[src/rtl/pico_io_pkg.sv]
// Shared definitions for the PicoBlaze I/O peripherals: register offsets and
// the interrupt controller state encoding.
package pico_io_pkg;

    localparam logic [1:0] IRQ_OFS_PENDING = 2'd0;
    localparam logic [1:0] IRQ_OFS_MASK    = 2'd1;
    localparam logic [1:0] IRQ_OFS_CAUSE   = 2'd2;
    localparam logic [1:0] IRQ_OFS_MODE    = 2'd3;

    typedef enum logic [1:0] {
        IDLE     = 2'd0,
        REQ      = 2'd1,
        WAIT_ACK = 2'd2,
        SERVICE  = 2'd3
    } irq_state_t;

endpackage

[src/rtl/pico_irq_sync.sv]
// Per-bit two-flop synchroniser for asynchronous interrupt sources.
module pico_irq_sync #(
    parameter int W = 8
) (
    input  logic         clk_i,
    input  logic         rst_i,
    input  logic [W-1:0] d_i,
    output logic [W-1:0] q_o
);

    logic [W-1:0] meta_q;
    logic [W-1:0] sync_q;

    always_ff @(posedge clk_i or posedge rst_i) begin
        if (rst_i) begin
            meta_q <= '0;
            sync_q <= '0;
        end else begin
            meta_q <= d_i;
            sync_q <= meta_q;
        end
    end

    assign q_o = sync_q;

endmodule

[src/rtl/pico_irq_ctrl.sv]
// PicoBlaze interrupt controller with a four-register I/O window.
// Define PICO_IRQ_SYNC_EN to put a two-flop synchroniser in front of irq_src.
module pico_irq_ctrl
    import pico_io_pkg::*;
#(
    parameter int         N_SRC     = 8,
    parameter logic [7:0] BASE_ADDR = 8'hE0
) (
    input  logic             clk,
    input  logic             cpu_reset,
    input  logic [7:0]       port_id,
    input  logic [7:0]       out_port,
    input  logic             write_strobe,
    input  logic             k_write_strobe,
    input  logic             read_strobe,
    input  logic             interrupt_ack,
    input  logic [N_SRC-1:0] irq_src,
    output logic             interrupt,
    output logic [7:0]       rd_data,
    output logic             busy
);

    irq_state_t       state_q, state_d;
    logic [N_SRC-1:0] pending_q, pending_d;
    logic [N_SRC-1:0] mask_q, mask_d;
    logic [N_SRC-1:0] mode_q, mode_d;
    logic [N_SRC-1:0] prev_q;
    logic             cause_valid_q, cause_valid_d;
    logic [2:0]       cause_idx_q, cause_idx_d;
    logic             interrupt_q, interrupt_d;
    logic [7:0]       rd_data_q, rd_data_d;

    logic [N_SRC-1:0] src_s;
    logic [N_SRC-1:0] set_vec;
    logic [N_SRC-1:0] elig;
    logic [N_SRC-1:0] win_oh;
    logic [N_SRC-1:0] ack_clr;
    logic [N_SRC-1:0] wr_clr;
    logic [2:0]       win_idx;
    logic             win_hit;
    logic             wr_en;
    logic             eoi;
    logic             unused_ok;

`ifdef PICO_IRQ_SYNC_EN
    pico_irq_sync #(.W(N_SRC)) u_sync (
        .clk_i (clk),
        .rst_i (cpu_reset),
        .d_i   (irq_src),
        .q_o   (src_s)
    );
`else
    assign src_s = irq_src;
`endif

    // INPUT data is returned whether or not read_strobe is present.
    assign unused_ok = read_strobe;

    assign win_hit = (port_id[7:2] == BASE_ADDR[7:2]);
    assign wr_en   = (write_strobe | k_write_strobe) & win_hit;
    assign eoi     = wr_en && (port_id[1:0] == IRQ_OFS_CAUSE);

    // Edge sources fire on 0->1 of the sampled input; level sources every high cycle.
    assign set_vec = (mode_q & src_s & ~prev_q) | (~mode_q & src_s);
    assign wr_clr  = (wr_en && (port_id[1:0] == IRQ_OFS_PENDING)) ? out_port[N_SRC-1:0] : '0;

    // A set in the same cycle as any clear wins because it is OR-ed in last.
    assign pending_d = (pending_q & ~(wr_clr | ack_clr)) | set_vec;
    assign mask_d    = (wr_en && (port_id[1:0] == IRQ_OFS_MASK)) ? out_port[N_SRC-1:0] : mask_q;
    assign mode_d    = (wr_en && (port_id[1:0] == IRQ_OFS_MODE)) ? out_port[N_SRC-1:0] : mode_q;

    assign elig   = pending_q & mask_q;
    assign win_oh = elig & (~elig + N_SRC'(1));

    always_comb begin
        win_idx = 3'd0;
        for (int i = 0; i < N_SRC; i++) begin
            if (win_oh[i]) win_idx = 3'(i);
        end
    end

    always_comb begin
        state_d       = state_q;
        cause_valid_d = cause_valid_q;
        cause_idx_d   = cause_idx_q;
        ack_clr       = '0;
        case (state_q)
            IDLE: begin
                if (|elig) state_d = REQ;
            end
            REQ: begin
                if (!(|elig)) begin
                    state_d = IDLE;
                end else if (interrupt_ack) begin
                    cause_valid_d = 1'b1;
                    cause_idx_d   = win_idx;
                    ack_clr       = win_oh;
                    state_d       = WAIT_ACK;
                end
            end
            WAIT_ACK: begin
                state_d = SERVICE;
            end
            SERVICE: begin
                if (eoi) begin
                    cause_valid_d = 1'b0;
                    state_d       = IDLE;
                end
            end
            default: state_d = IDLE;
        endcase
        interrupt_d = (state_d == REQ);
    end

    always_comb begin
        rd_data_d = 8'h00;
        if (win_hit) begin
            case (port_id[1:0])
                IRQ_OFS_PENDING: rd_data_d = 8'(pending_q);
                IRQ_OFS_MASK:    rd_data_d = 8'(mask_q);
                IRQ_OFS_CAUSE:   rd_data_d = {cause_valid_q, 4'b0000, cause_idx_q};
                IRQ_OFS_MODE:    rd_data_d = 8'(mode_q);
                default:         rd_data_d = 8'h00;
            endcase
        end
    end

    always_ff @(posedge clk or posedge cpu_reset) begin
        if (cpu_reset) begin
            state_q       <= IDLE;
            pending_q     <= '0;
            mask_q        <= '0;
            mode_q        <= '0;
            prev_q        <= '0;
            cause_valid_q <= 1'b0;
            cause_idx_q   <= 3'd0;
            interrupt_q   <= 1'b0;
            rd_data_q     <= 8'h00;
        end else begin
            state_q       <= state_d;
            pending_q     <= pending_d;
            mask_q        <= mask_d;
            mode_q        <= mode_d;
            prev_q        <= src_s;
            cause_valid_q <= cause_valid_d;
            cause_idx_q   <= cause_idx_d;
            interrupt_q   <= interrupt_d;
            rd_data_q     <= rd_data_d;
        end
    end

    assign interrupt = interrupt_q;
    assign rd_data   = rd_data_q;
    assign busy      = (state_q == WAIT_ACK) || (state_q == SERVICE);

endmodule

[config.mk]
export PLATFORM = sky130hd
export DESIGN_NAME = pico_irq_ctrl
export DESIGN_NICKNAME = d
export VERILOG_FILES = /design/src/rtl/pico_io_pkg.sv /design/src/rtl/pico_irq_sync.sv /design/src/rtl/pico_irq_ctrl.sv
export SDC_FILE = /design/constraint.sdc
export NUM_CORES = 1
export LEC_CHECK = 0
export BUFFER_PORTS_ARGS = -buffer_cell sky130_fd_sc_hd__buf_2
export CORE_MARGIN = 5
export CORE_UTILIZATION = 54
export DETAILED_ROUTE_END_ITERATION = 12
export GPL_TIMING_DRIVEN = 0
export PLACE_DENSITY = 0.77
export SETUP_SLACK_MARGIN = 0.02
export SLEW_MARGIN = 20
export SYNTH_ARGS = -nofsm -noshare
export SYNTH_HDL_FRONTEND = slang
export SYNTH_HIERARCHICAL = 1
export SYNTH_SLANG_ARGS = --single-unit
[constraint.sdc]
create_clock -name clk -period 2.27 [get_ports clk]
set_input_delay 0.227 -clock clk [delete_from_list [all_inputs] [get_ports clk]]
set_output_delay 0.227 -clock clk [all_outputs]
set_load 0.05 [all_outputs]
==> results.cfg, run 1 <==
[synthesis]
synth_edf_count = 0
synthArstFlopShare_pct = 100
synth_most_common_cell = dfrtp_1
syn_inst = 164
yosysTopAreaCell = dfrtp_1
syn_nets = 194
synth.distinct_cells = 36
ys_ff_latch = 47
synthTopCellsByCount = 47 x dfrtp_1, 25 x nand2_1, 20 x mux2_2
synth_ff_type = dfrtp_1
syn_area_per_cell_um2 = 12.7
ys_warn_count = 6
yosysTopAreaCellShare_pct = 56.6
synth.area.top_cells = dfrtp_1 57%, mux2_2 11%, nand2_1 4.5%
syn_area_um2 = 2080
seq_area_frac_synth_pct = 56.6

[pwr]
p_leak_nw = 1.09
p_per_area_nw_per_um2 = 750
power_mw = 1.83
irDropWorstVdd_uv = 385

[worst_setup_path]
crit_type = flip-flop to flip-flop
cp_top_family = compound AO/OA/AOI/OAI gates
rr_startpoint = mask_q[5]$_DFFE_PP0P_
crit_end = state_q[1]$_DFF_PP0_
crit_buf_inv = 0
arrival_ps = 2160
crit_path_start = mask_q[5]$_DFFE_PP0P_
crit_path_start_kind = flip-flop
cp.depth = 3
worstPathCellList = a222oi_1 > a41oi_1 > or2_2
path_max_fanout = 6
rr_worst_depth = 3
reg2reg_setup_slack_ps = 300
slowest_stage = a222oi_1
critPathRequiredTime_ps = 2460
worstSetupEndpointType = flip-flop
slowest_delay_ps = 630
timing.rr.end = state_q[1]$_DFF_PP0_

[timing]
layout_setup_ws_ps = 301
relSlewSlack_pct = 51.1
worstMarginPinSlew_ps = 734
hold_violations = 0
rsz0062_at_grt = false
drv_slew = 0
fin_crit_sh_pct = 86.7
fin_skew_ps = 11.3
whs_ps = 41.3
setup_violations = 0
fmax_mhz = 508
fin_tns_setup_ps = 0
min_period_ps = 1970

[cells_and_area]
synthToLayoutAreaGrowth_pct = 17.6
nets = 241
fin_cells = 260
diodes = 0
layout-drive-gt1-share_pct = 35.8

[cts]
cts-root-buf = clkbuf_8
cts.sink_count = 47
cts_max_path_buffers = 2
post_cts_buffers = 0
cts_tree = done
h-tree-depth = 2
numCtsBuffers = 5
clock_latency_ps = 300
clk_pin_slew_ps = 90

[floorplan]
die_y_um = 72.1
initial_core_util_pct = 56.4
die_w_um = 72.1
dieArea_um2 = 5190
std_cell_rows = 22
core_um2 = 3690
io_pins = 40

[routing]
detail-route-antenna-nets = 0
num_vias = 1565
drtPass1Iterations = 4
drt_iter0_markers = 78
drc = 0
wire_per_inst_um = 17.9
viasPerCell = 6.02
wirelength_mm = 4.66

[placed_design]
place.gp.congestion = 0.809
dp_slack_ps = 140
dp_hpwl_mm = 3.51
dp_cells = 251
port_buffers = 38

[global_routing]
groute.usage.overall_pct = 19.8
grt_max_degree = 27
grt_pass1_vias = 1680
grt_overflow = 0
antenna_found_initial = 0
grt_first_pass_wirelength_mm = 7.95

[worst_hold_path]
hp-class = input port to flip-flop

[run]
cap_violations = 0

[status]
status = completed
[worst min path at each step]
stage                    start                    end  slack [ps]  cells after the start
floorplan           irq_src[0]    prev_q[0]$_DFF_PP0_         260                      0
global placement    irq_src[6]    prev_q[6]$_DFF_PP0_         350                      1
detailed placement   cpu_reset  mode_q[3]$_DFFE_PP0P_         270                      2
CTS                 irq_src[6]    prev_q[6]$_DFF_PP0_          30                      1
global route        irq_src[3]    prev_q[3]$_DFF_PP0_          20                      1
finish              irq_src[3]    prev_q[3]$_DFF_PP0_          40                      1
[placed cells by master, fill, tap and decap left out, drive strengths merged, types with 5 or more instances in the layout]
master | netlist | layout
nor2 | 9 | 9
a32o | 8 | 8
buf | 2 | 41
nand2 | 25 | 25
clkbuf | 3 | 9
a22oi | 6 | 6
mux2 | 20 | 20
nand3 | 5 | 5
dfrtp | 47 | 47
[routing by layer]
metal	share of wire, %	vias up	global-route usage (%)
met1	40	786	24.5
li1	-	713	-
met3	6.6	7	4.85
met5	0	-	0
met4	1.1	0	7.52
met2	52	59	33.7
[area by class of cell]
class / instances / area (um2)
Clock buffer: 6 / 72.6
Buffer: 5 / 18.8
Timing Repair Buffer: 40 / 220
Multi-Input combinational cell: 111 / 881
Sequential cell: 47 / 1180
Tap cell: 48 / 60.1
Clock inverter: 2 / 12.5
Fill cell: 295 / 1240
Inverter: 1 / 3.75
[sequential cells by signal, indices dropped and copies added, names as in the netlist]
name and count:
pending_q 8, mode_q 8, rd_data 8, cause_valid_q 1
mask_q 8, cause_idx_q 3, prev_q 8, interrupt 1
state_q 2
[repair_timing]
action                    4_1_cts  5_1_grt
hold buffers                    1        0
gates resized for setup         0        0
hold endpoints to repair       21        0
[metrics by stage]
stage / area (um2) / utilization, %
2_1_floorplan: 2080 / -
3_3_place_gp: 2330 / 63.2
3_5_place_dp: 2350 / 63.7
4_1_cts: 2440 / 66.3
5_1_grt: 2440 / 66.3
6_report: 2440 / 66.3
[cells by family after synthesis]
| logic type | share of synthesized area, % |
|---|---|
| AO/OA/AOI/OAI | 11.4 |
| buffers and inverters | 1.08 |
| flip-flops | 56.6 |
| multiplexers | 15.2 |
| AND/OR/NAND/NOR | 15.8 |
[power breakdown]
group	internal (mW)	leakage (nW)	total (mW)	switching, mW
Clock	0.215	0.0412	0.487	0.272
Combinational	0.165	0.477	0.354	0.189
Sequential	0.922	0.573	0.992	0.0697
Total	1.30	1.09	1.83	0.530
Note: power is estimated with default switching activity, not from simulation.
==> inputs of run 2 (changes only) <==
--- a/config.mk
+++ b/config.mk
@@ -5,7 +5,7 @@
 export SDC_FILE = /design/constraint.sdc
 export NUM_CORES = 1
 export LEC_CHECK = 0
-export BUFFER_PORTS_ARGS = -buffer_cell sky130_fd_sc_hd__buf_2
+export BUFFER_PORTS_ARGS = -buffer_cell sky130_fd_sc_hd__buf_4
 export CORE_MARGIN = 5
 export CORE_UTILIZATION = 54
 export DETAILED_ROUTE_END_ITERATION = 12
==> results.cfg, run 2 (synthesis results as in run 1) <==
[status]
status = completed

[cts]
post_cts_buffers = 0
cts-root-buf = clkbuf_8
hold_buffers = 1
cts_tree = done
cts.sink_count = 47
h-tree-depth = 2
clock_latency_ps = 300
cts_resized = 0
clk_pin_slew_ps = 80
cts_max_path_buffers = 2
numCtsBuffers = 5

[floorplan]
dieArea_um2 = 5190
core_um2 = 3690
die_w_um = 72.1
initial_core_util_pct = 56.4
io_pins = 40
std_cell_rows = 22
die_y_um = 72.1

[global_routing]
groute.usage.overall_pct = 19.8
grt_overflow = 0
antenna_found_initial = 0
grt_pass1_vias = 1603
grt_max_degree = 28
grt_first_pass_wirelength_mm = 7.78

[timing]
whs_ps = 40.7
fin_skew_ps = 9.77
fmax_mhz = 507
drv_slew = 0
min_period_ps = 1970
worstMarginPinSlew_ps = 728
relSlewSlack_pct = 51.5
fin_crit_sh_pct = 86.9
setup_violations = 0
fin_tns_setup_ps = 0
rsz0062_at_grt = false
hold_violations = 0

[cells_and_area]
layout-drive-gt1-share_pct = 35.4
layout_common_cells = 47 x dfrtp_1, 38 x buf_4, 25 x nand2_1, 20 x mux2_2, 9 x nor2_1
multi_input_area_um2 = 881
layout_commonest_cell = dfrtp_1
nets = 241
synthToLayoutAreaGrowth_pct = 22.0
regArea_um2 = 1180
nFillCells = 290
diodes = 0

[pwr]
p_leak_nw = 1.12
p_per_area_nw_per_um2 = 725
irDropWorstVdd_uv = 413

[routing]
drtPass1Iterations = 4
wire_per_inst_um = 17.8
detail-route-antenna-nets = 0
viasPerCell = 6.07
drt_iter0_markers = 118
num_vias = 1577
wirelength_mm = 4.62
drc = 0

[worst_setup_path]
slowest_stage = a222oi_1
arrival_ps = 2150
crit_type = flip-flop to flip-flop
slowest_delay_ps = 630
reg2reg_setup_slack_ps = 300
critPathRequiredTime_ps = 2450
worstPathCellList = a222oi_1 > a41oi_1 > or2_2
crit_path_start_kind = flip-flop
crit_buf_inv = 0
path_max_fanout = 6
cp_top_family = compound AO/OA/AOI/OAI gates
worstSetupEndpointType = flip-flop

[run]
cap_violations = 0

[placed_design]
place.gp.congestion = 0.803
dp_hpwl_mm = 3.42
port_buffers = 38

[worst_hold_path]
hp-class = input port to flip-flop
## run 2: stage by stage
stage	utilization (%)	cells	power, mW	instance area (um2)	worst slack [ps]
2_1_floorplan	-	164	1.24	2080	521
3_5_place_dp	66.3	251	1.38	2440	139
3_3_place_gp	65.7	250	1.36	2420	187
6_report	68.8	260	1.84	2540	298
4_1_cts	68.8	260	1.85	2540	294
5_1_grt	68.8	260	1.93	2540	244
## run 2: final cells by class
| cell class | count | area share, % |
|---|---|---|
| buffer | 5 | 0.740 |
| clock buffer | 7 | 3.01 |
| clock inverter | 1 | 0.197 |
| inverter | 1 | 0.148 |
| multi-input combinational | 111 | 34.7 |
| sequential | 47 | 46.4 |
| tap | 48 | 2.37 |
| timing repair buffer | 40 | 12.4 |
## run 2: metal layers
| layer | track usage (%) | part of all wire (%) |
|---|---|---|
| met2 | 32.9 | 52 |
| met4 | 7.10 | 1.3 |
| met3 | 5.40 | 7.5 |
| met1 | 24.9 | 39 |
| met5 | 0 | 0 |
## run 2: path summary, 6_finish.rpt
check / endpoint / from / cells past startpoint
setup / recovery: state_q[1]$_DFF_PP0_ / mask_q[4]$_DFFE_PP0P_ / 3
hold / removal: prev_q[0]$_DFF_PP0_ / irq_src[0] / 1
setup reg to reg: state_q[1]$_DFF_PP0_ / mask_q[4]$_DFFE_PP0P_ / 3
hold reg to reg: cause_valid_q$_DFFE_PP0P_ / cause_valid_q$_DFFE_PP0P_ / 1
max in group asynchronous: rd_data[1]$_DFF_PP0_ / cpu_reset / 4
min in group asynchronous: mode_q[3]$_DFFE_PP0P_ / cpu_reset / 3
## run 2: where the power goes
group          switching, mW  total, mW  internal (mW)
registers             0.0657      0.988          0.922
clock network          0.261      0.478          0.216
logic                  0.188      0.374          0.187
total                  0.515       1.84           1.33
